### src/rtl/data_memory_pkg.sv
// Shared constants and FSM encoding for the byte-wide data memory.
// Used by the memory itself and by CPU-side benches.
package data_memory_pkg;

   localparam int unsigned DMEM_DEPTH   = 256;
   localparam int unsigned DMEM_AW      = 8;
   localparam int unsigned DMEM_LATENCY = 5;

   typedef enum logic [1:0] {
      IDLE     = 2'd0,
      ACCESS   = 2'd1,
      COMPLETE = 2'd2
   } state_t;

endpackage

### src/rtl/data_memory_if.sv
// CPU <-> data memory request bus.
// The CPU holds read/write until busywait drops.
interface data_memory_if;

   logic       read;
   logic       write;
   logic [7:0] address;
   logic [7:0] writedata;
   logic [7:0] readdata;
   logic       busywait;

   modport master (
      output read, write, address, writedata,
      input  readdata, busywait
   );

   modport slave (
      input  read, write, address, writedata,
      output readdata, busywait
   );

endinterface

### src/rtl/data_memory_array.sv
// 256 x 8 storage: synchronous write, asynchronous read.
// clr wipes every byte on the clock edge and takes priority over we.
module dmem_array
   import data_memory_pkg::*;
(
   input  logic       clk,
   input  logic       clr,
   input  logic       we,
   input  logic [7:0] waddr,
   input  logic [7:0] wdata,
   input  logic [7:0] raddr,
   output logic [7:0] rdata
);

   logic [7:0] mem [DMEM_DEPTH];

   assign rdata = mem[raddr];

   always_ff @(posedge clk) begin
      if (clr) begin
         for (int i = 0; i < DMEM_DEPTH; i++) begin
            mem[i] <= 8'h00;
         end
      end else if (we) begin
         mem[waddr] <= wdata;
      end
   end

endmodule

### src/rtl/data_memory.sv
// Multi-cycle data memory: busywait stalls the CPU for LATENCY cycles.
// Define DMEM_CLEAR_ON_RESET_EN to wipe the storage on every reset edge.
module data_memory
   import data_memory_pkg::*;
#(
   parameter int unsigned LATENCY = DMEM_LATENCY
) (
   input  logic          clk,
   input  logic          reset,
   data_memory_if.slave  bus
);

   state_t     state;
   state_t     state_nxt;
   logic [3:0] cnt;
   logic [3:0] cnt_nxt;
   logic       busy;
   logic       req;
   logic       start;
   logic       done;
   logic       mem_we;
   logic       clr;
   logic [7:0] lat_addr;
   logic [7:0] lat_data;
   logic       lat_wr;
   logic [7:0] rdata;

   assign req    = bus.read | bus.write;
   assign start  = (state == IDLE) && req;
   assign done   = (state == ACCESS) && (cnt == 4'd0);
   assign mem_we = done && lat_wr && reset;

`ifdef DMEM_CLEAR_ON_RESET_EN
   assign clr = ~reset;
`else
   assign clr = 1'b0;
`endif

   // The IDLE request cycle counts as the first stall cycle.
   always_comb begin
      state_nxt = state;
      cnt_nxt   = cnt;
      busy      = 1'b0;
      unique case (state)
         IDLE: begin
            if (req) begin
               busy      = 1'b1;
               state_nxt = ACCESS;
               cnt_nxt   = 4'(LATENCY - 2);
            end
         end
         ACCESS: begin
            busy = 1'b1;
            if (cnt == 4'd0) begin
               state_nxt = COMPLETE;
            end else begin
               cnt_nxt = cnt - 4'd1;
            end
         end
         COMPLETE: begin
            state_nxt = IDLE;
         end
         default: begin
            state_nxt = IDLE;
         end
      endcase
   end

   assign bus.busywait = reset & busy;

   always_ff @(posedge clk) begin
      if (!reset) begin
         state        <= IDLE;
         cnt          <= 4'd0;
         bus.readdata <= 8'h00;
      end else begin
         state <= state_nxt;
         cnt   <= cnt_nxt;
         if (done && !lat_wr) begin
            bus.readdata <= rdata;
         end
      end
   end

   // Write wins when read and write arrive together.
   always_ff @(posedge clk) begin
      if (start) begin
         lat_addr <= bus.address;
         lat_data <= bus.writedata;
         lat_wr   <= bus.write;
      end
   end

   dmem_array u_array (
      .clk   (clk),
      .clr   (clr),
      .we    (mem_we),
      .waddr (lat_addr),
      .wdata (lat_data),
      .raddr (lat_addr),
      .rdata (rdata)
   );

endmodule

### src/flat_wrapper.sv
// flat-port wrapper written by rule: the top's interface ports become plain ports
module data_memory_flat import data_memory_pkg::*;
#(
   parameter int unsigned LATENCY = DMEM_LATENCY
)
  (clk, reset, bus_read, bus_write, bus_address, bus_writedata, bus_readdata, bus_busywait);
  data_memory_if bus_i ();
  input  logic clk;
  input  logic reset;
  input wire logic [$bits(bus_i.read)-1:0] bus_read;
  input wire logic [$bits(bus_i.write)-1:0] bus_write;
  input wire logic [$bits(bus_i.address)-1:0] bus_address;
  input wire logic [$bits(bus_i.writedata)-1:0] bus_writedata;
  output wire logic [$bits(bus_i.readdata)-1:0] bus_readdata;
  output wire logic [$bits(bus_i.busywait)-1:0] bus_busywait;
  assign bus_i.read = bus_read;
  assign bus_i.write = bus_write;
  assign bus_i.address = bus_address;
  assign bus_i.writedata = bus_writedata;
  assign bus_readdata = bus_i.readdata;
  assign bus_busywait = bus_i.busywait;
  data_memory #(.LATENCY(LATENCY)) u_core (.clk(clk), .reset(reset), .bus(bus_i));
endmodule
### config.mk
export PLATFORM = sky130hd
export DESIGN_NAME = data_memory_flat
export DESIGN_NICKNAME = d
export VERILOG_FILES = /design/src/rtl/data_memory_pkg.sv /design/src/rtl/data_memory_if.sv /design/src/rtl/data_memory_array.sv /design/src/rtl/data_memory.sv /design/src/flat_wrapper.sv
export SDC_FILE = /design/constraint.sdc
export NUM_CORES = 2
export LEC_CHECK = 0
export BUFFER_PORTS_ARGS = -buffer_cell sky130_fd_sc_hd__buf_2
export CORE_ASPECT_RATIO = 0.75
export CORE_UTILIZATION = 65
export CTS_CLUSTER_SIZE = 16
export DETAILED_ROUTE_END_ITERATION = 7
export PLACE_DENSITY_LB_ADDON = 0.25
export SLEW_MARGIN = 5
export SYNTH_ARGS = -nofsm -noshare
export SYNTH_HDL_FRONTEND = slang
export SYNTH_SLANG_ARGS = --single-unit
export TNS_END_PERCENT = 20
### constraint.sdc
create_clock -name clk -period 8.8 [get_ports clk]
set_input_delay 0.44 -clock clk [delete_from_list [all_inputs] [get_ports clk]]
set_output_delay 0.44 -clock clk [all_outputs]
set_load 0.03 [all_outputs]
---- After elaboration in Yosys (flattened, before gate mapping) ----
Memory sizes are Yosys's and may differ from the RTL's. A register that Yosys moved wholly into a read port is not among the register bits.
Index checks and enable logic that the tools add are counted.
storage, ports and cells
  bits in registers ....................... 23
  latch bits .............................. 0
  RAM bits ................................ 2048
  ROM bits ................................ 0
  bits of input ports ..................... 20
  output and inout bits ................... 9
  word-level logic and storage cells ...... 35
  memories kept ........................... 1
operators by class
  add/sub/neg operators ................... 1
  multipliers ............................. 0
  div/mod/pow operators ................... 0
  order comparisons ....................... 0
  eq/ne operators ......................... 4
  shift operators ......................... 0
  multiplexer cells ....................... 10
  bitwise gates (word level) .............. 2
  reductions and logical operators ........ 12
memory list
  name                depth  width  rd ports  clocked after memory_dff  wr ports  RTL line                 source
  u_core.u_array.mem  256    8      1         1                         1         data_memory_array.sv:15  logic [7:0] mem [DMEM_DEPTH];
operators with widths
  cell                                                                      number
  4-bit two-way mux                                                         2
  4-bit case mux with 2 select lines                                        1
  1-bit logical AND                                                         5
  4-bit logical NOT                                                         1
  2-bit two-way mux                                                         2
  2-bit inequality test (second input constant)                             2
  2-bit case mux with 2 select lines                                        1
  4-bit by 1-bit subtractor with 4-bit output (second input constant)       1
  1-bit two-way mux                                                         3
  3-bit AND reduction                                                       1
  2-bit by 1-bit equality test with 1-bit output (second input constant)    1
  1-bit logical NOT                                                         2
  2-bit logical NOT                                                         1
  2-bit by 1-bit inequality test with 1-bit output (second input constant)  1
  1-bit case mux with 2 select lines                                        1
  2-bit AND reduction                                                       1
  2-bit nonzero test                                                        1
  1-bit AND                                                                 1
  1-bit OR                                                                  1

---- Logic depth before layout (Yosys ltp) ----
  depth in word-level cells ............... 6
  mapped depth ............................ 14

---- Modules after synthesis ----
A second synthesis with hierarchy kept.
second synthesis, totals
  cells, all modules ...................... 6526
  area, all modules ....................... 96458.8 um2
modules (own cells, without submodules)
  module       instances  cells each  area each (um2)
  dmem_array   1          6435        95293.9
  data_memory  1          91          1164.9

---- Least setup slack after synthesis ----
Ideal clock, no wire load.
  kind .................................... reg2reg
  start ................................... register u_core.lat_data[0]
  end ..................................... memory u_core.u_array.mem[0][0], data pin
  setup time .............................. 817 ps
  data arrival time ....................... 3228 ps
  required time ........................... 7983 ps
  path slack .............................. 4754 ps
  stages on the path, launching flop included .. 1
  clock period less this slack ............ 4046 ps
  cells stage by stage .................... edfxtp_1
RTL lines
  what                      RTL line                 source
  start: declaration        data_memory.sv:24        logic [7:0] lat_data;
  start signal: assignment  data_memory.sv:89        lat_data <= bus.writedata;
  end: declaration          data_memory_array.sv:15
No word-level cell before the write port.

==> run_summary.xml <==
<?xml version="1.0" encoding="UTF-8"?>
<metrics>
  <group name="timing">
    <metric name="rsz0062_at_grt" unit="">no</metric>
    <metric name="hold_ws" unit="ns">0.09257</metric>
    <metric name="setup_tns" unit="ns">0</metric>
    <metric name="maximum_clock_skew_at_final_layout" unit="ns">0.03106</metric>
    <metric name="timing_worst_slew_pin_value" unit="ns">1.321</metric>
    <metric name="finalCriticalPeriod" unit="ns">4.761</metric>
    <metric name="relSlewSlack" unit="%">11.26</metric>
    <metric name="layout_worst_path_cycle_share" unit="%">54.10</metric>
    <metric name="timing_max_transition_violations_final" unit="">0</metric>
    <metric name="maximum_clock_frequency" unit="GHz">0.2100</metric>
    <metric name="hold_violations" unit="">0</metric>
    <metric name="number_of_endpoints_failing_setup_at_the_final_stage" unit="">0</metric>
  </group>
  <group name="cells_and_area">
    <metric name="mostFrequentLayoutCell" unit="">sky130_fd_sc_hd__edfxtp_1</metric>
    <metric name="final_nets" unit="">3935</metric>
    <metric name="areaGrowthSynthToFinish" unit="%">9.600</metric>
    <metric name="most-common-layout-cells" unit="">sky130_fd_sc_hd__edfxtp_1, sky130_fd_sc_hd__mux4_2, sky130_fd_sc_hd__nor2_1</metric>
    <metric name="drive_above_1_share" unit="%">21.14</metric>
    <metric name="filler_cell_count" unit="">6825</metric>
  </group>
  <group name="routing">
    <metric name="dr.max_layer_used" unit="">met5</metric>
    <metric name="initialDrtViolationCount" unit="">7160</metric>
    <metric name="drt-total-wl" unit="um">200200</metric>
    <metric name="via_count" unit="">40866</metric>
    <metric name="post_drt_via_cell_ratio" unit="">7.164</metric>
    <metric name="drc_errors" unit="">2</metric>
    <metric name="routed_wire_length_per_instance" unit="um">35.10</metric>
    <metric name="detailroute.wirelength.met2" unit="um">87880</metric>
    <metric name="route.met3.wl" unit="um">30150</metric>
    <metric name="m1_wire_length" unit="um">75710</metric>
    <metric name="detailedRoute.firstPassIterationCount" unit="">8</metric>
    <metric name="postRouteAntennaNets" unit="">0</metric>
  </group>
  <group name="die">
    <metric name="design.die.area" unit="sq um">125500</metric>
    <metric name="io_pins" unit="">29</metric>
    <metric name="initial_core_util" unit="%">65.74</metric>
    <metric name="horizontal_die_dimension" unit="um">408.7</metric>
    <metric name="die_y" unit="um">307</metric>
    <metric name="fp-row-count" unit="">111</metric>
    <metric name="design.core.area" unit="sq um">122600</metric>
  </group>
  <group name="global_route">
    <metric name="number_of_global_route_vias_before_repair" unit="">39613</metric>
    <metric name="wire_length_of_the_first_global_routing_pass" unit="um">286100</metric>
    <metric name="overall_track_demand_over_capacity_in_global_routing" unit="%">32.49</metric>
    <metric name="antenna_found_initial" unit="">10</metric>
    <metric name="grt_start_max_net_pins" unit="">245</metric>
    <metric name="grt_overflow" unit="">0</metric>
  </group>
  <group name="clock_network">
    <metric name="cts_buffers" unit="">183</metric>
    <metric name="worstSkewPairLatency" unit="ns">0.82</metric>
    <metric name="ctsHtreeMaxLevel" unit="">4</metric>
    <metric name="clock-sinks" unit="">2079</metric>
    <metric name="ctsLongestPathBuffers" unit="">3</metric>
    <metric name="clk_pin_slew" unit="ns">0.07</metric>
    <metric name="cts_tree" unit="">done</metric>
    <metric name="clock_tree.root_cell" unit="">sky130_fd_sc_hd__clkbuf_16</metric>
    <metric name="cts-resized-gates" unit="">0</metric>
  </group>
  <group name="worst_setup_path">
    <metric name="crit_path_start" unit="">u_core.lat_addr[0]</metric>
    <metric name="worst-path-max-fanout" unit="">33</metric>
    <metric name="worst-r2r-cell-count" unit="">8</metric>
    <metric name="cp_data_arrival_time" unit="ns">5.43</metric>
    <metric name="setup.worst_path.class" unit="">reg2reg</metric>
    <metric name="cp-endpoint" unit="">u_core.bus.readdata[6]</metric>
    <metric name="regToRegStartpoint" unit="">u_core.lat_addr[0]</metric>
    <metric name="end_kind" unit="">flop</metric>
    <metric name="crit_required" unit="ns">9.47</metric>
    <metric name="worst_setup_path_start_kind" unit="">flop</metric>
    <metric name="reg2reg_slack" unit="ns">4.04</metric>
    <metric name="regToRegEndpoint" unit="">u_core.bus.readdata[6]</metric>
  </group>
  <group name="placement">
    <metric name="numPortBuffers" unit="">28</metric>
    <metric name="routability_driven_placement_congestion_ratio" unit="">0.9013</metric>
    <metric name="post-dp-hpwl" unit="um">115000</metric>
  </group>
  <group name="synth">
    <metric name="synthCells" unit="">3833</metric>
    <metric name="yosys_warnings" unit="">0</metric>
    <metric name="share_of_the_yosys_chip_area_belonging_to_registers" unit="%">77.26</metric>
    <metric name="yosys.cell_types.count" unit="">59</metric>
    <metric name="synth_enable_flop_cells" unit="">2065</metric>
    <metric name="synthArstFlopShare" unit="%">0</metric>
    <metric name="synth-main-ff-cell" unit="">sky130_fd_sc_hd__edfxtp_1</metric>
    <metric name="syn-cell-area" unit="sq um">80620</metric>
    <metric name="synth_seq_cells" unit="">2079</metric>
    <metric name="synthesis.area_per_instance" unit="sq um">21.03</metric>
    <metric name="synthesis.nets" unit="">3855</metric>
  </group>
  <group name="pwr">
    <metric name="total_power_after_layout" unit="W">0.02097</metric>
    <metric name="p_leak" unit="nW">27.46</metric>
    <metric name="ir_drop" unit="mV">0.2153</metric>
    <metric name="power-per-cell-area" unit="nW/um^2">237.4</metric>
  </group>
  <group name="job">
    <metric name="cap_violations" unit="">0</metric>
  </group>
  <group name="worst_hold_path">
    <metric name="holdCritStartpoint" unit="">reset</metric>
    <metric name="hold_class" unit="">in2reg</metric>
  </group>
  <group name="outcome">
    <metric name="failed_checks" unit="">DRC</metric>
    <metric name="run_status" unit="">finished with violations</metric>
  </group>
</metrics>
==> worst min path at each step <==
stage / cells past startpoint / endpoint / slack [ns]
after floorplan: 2 / u_core.cnt[3] / 0.47
after global placement: 2 / u_core.cnt[3] / 0.50
after detailed placement: 2 / u_core.cnt[2] / 0.53
after CTS: 2 / u_core.cnt[0] / 0.02
after global routing: 2 / u_core.cnt[0] / 0.06
final: 2 / u_core.cnt[0] / 0.09
==> per-layer routing <==
metal,vias to the layer above,track usage (%)
met4,8,10.50
met1,21036,48.70
li1,16050,-
met3,456,11.21
met5,-,0
met2,3316,45.59
==> layout make-up <==
cell class / instances / area [sq um] / area share (%)
antenna: 3 / 7.507 / 0.008496
clock buffer: 228 / 4917 / 5.565
clock inverter: 107 / 810.8 / 0.9176
inverter: 5 / 20.02 / 0.02266
multi-input combinational: 1517 / 17230 / 19.50
sequential: 2079 / 62290 / 70.49
tap: 1638 / 2049 / 2.319
timing repair buffer: 127 / 1039 / 1.175
==> kinds of logic (layout without fill, tap and decap cells) <==
group / after synthesis / in the layout / share of synthesized area (%)
other: 0 / 3 / 0
multiplexers: 678 / 678 / 15.89
XOR/XNOR: 2 / 2 / 0.02173
adder cells (fa/ha/maj): 2 / 2 / 0.03103
flip-flops: 2079 / 2079 / 77.26
AO/OA/AOI/OAI: 264 / 264 / 2.323
AND/OR/NAND/NOR: 571 / 571 / 3.042
buffers and inverters: 237 / 467 / 1.428
==> cells in the mapped netlist, types with 21 or more instances <==
library cell,number,area share [%]
sky130_fd_sc_hd__mux4_2,481,13
sky130_fd_sc_hd__a22oi_1,44,0.41
sky130_fd_sc_hd__nand3_1,44,0.27
sky130_fd_sc_hd__nor3_1,24,0.15
sky130_fd_sc_hd__nor2_1,297,1.4
sky130_fd_sc_hd__a21oi_1,21,0.13
sky130_fd_sc_hd__buf_2,71,0.44
sky130_fd_sc_hd__buf_4,38,0.35
sky130_fd_sc_hd__o22ai_1,40,0.31
sky130_fd_sc_hd__a32oi_1,21,0.23
sky130_fd_sc_hd__edfxtp_1,2065,77
sky130_fd_sc_hd__mux2i_1,190,2.4
sky130_fd_sc_hd__nor2b_1,24,0.19
sky130_fd_sc_hd__clkbuf_1,104,0.48
sky130_fd_sc_hd__nand2_1,124,0.58
sky130_fd_sc_hd__o21ai_0,31,0.19
==> critical path, cell delays in order (launching register included) <==
cell	delay [ns]
sky130_fd_sc_hd__edfxtp_1	0.85
sky130_fd_sc_hd__buf_4	0.62
sky130_fd_sc_hd__and2_2	0.90
sky130_fd_sc_hd__a22o_1	0.31
sky130_fd_sc_hd__nor2_1	0.06
sky130_fd_sc_hd__a22oi_1	0.25
sky130_fd_sc_hd__nand4_1	0.39
sky130_fd_sc_hd__a311oi_1	1.01
sky130_fd_sc_hd__o2bb2ai_1	0.15
==> flip-flops by register name, indices dropped and copies added, names as in the netlist <==
name                 count
u_core.cnt               4
u_core.lat_addr          8
u_core.u_array.mem    2048
u_core.lat_data          8
u_core.bus.readdata      8
u_core.lat_wr            1
u_core.state             2
==> report_power, final <==
| group | internal (W) | switching (W) | total [W] |
|---|---|---|---|
| registers | 0.0111 | 0.0000308 | 0.0111 |
| clock network | 0.00428 | 0.00353 | 0.00780 |
| logic | 0.000679 | 0.00136 | 0.00204 |
| total | 0.0161 | 0.00492 | 0.0210 |
==> repair_timing <==
action / 4_1_cts / 5_1_grt
hold buffers: 17 / 0
endpoints found under the setup margin: 0 / 0
hold endpoints to repair: 17 / 0
setup buffers: 0 / 0
==> metrics by stage <==
step	worst slack (ns)	cell area, sq um	util [%]	std cells
finish	4.039	88360	72.05	5704
global route	3.801	88350	72.05	5701
CTS	4.059	88350	72.05	5701
detailed placement	4.059	82460	67.24	5349
global placement	4.148	82460	67.24	5349
floorplan	4.754	80620	-	3833
No activity file was read; power rests on OpenSTA's default activity.
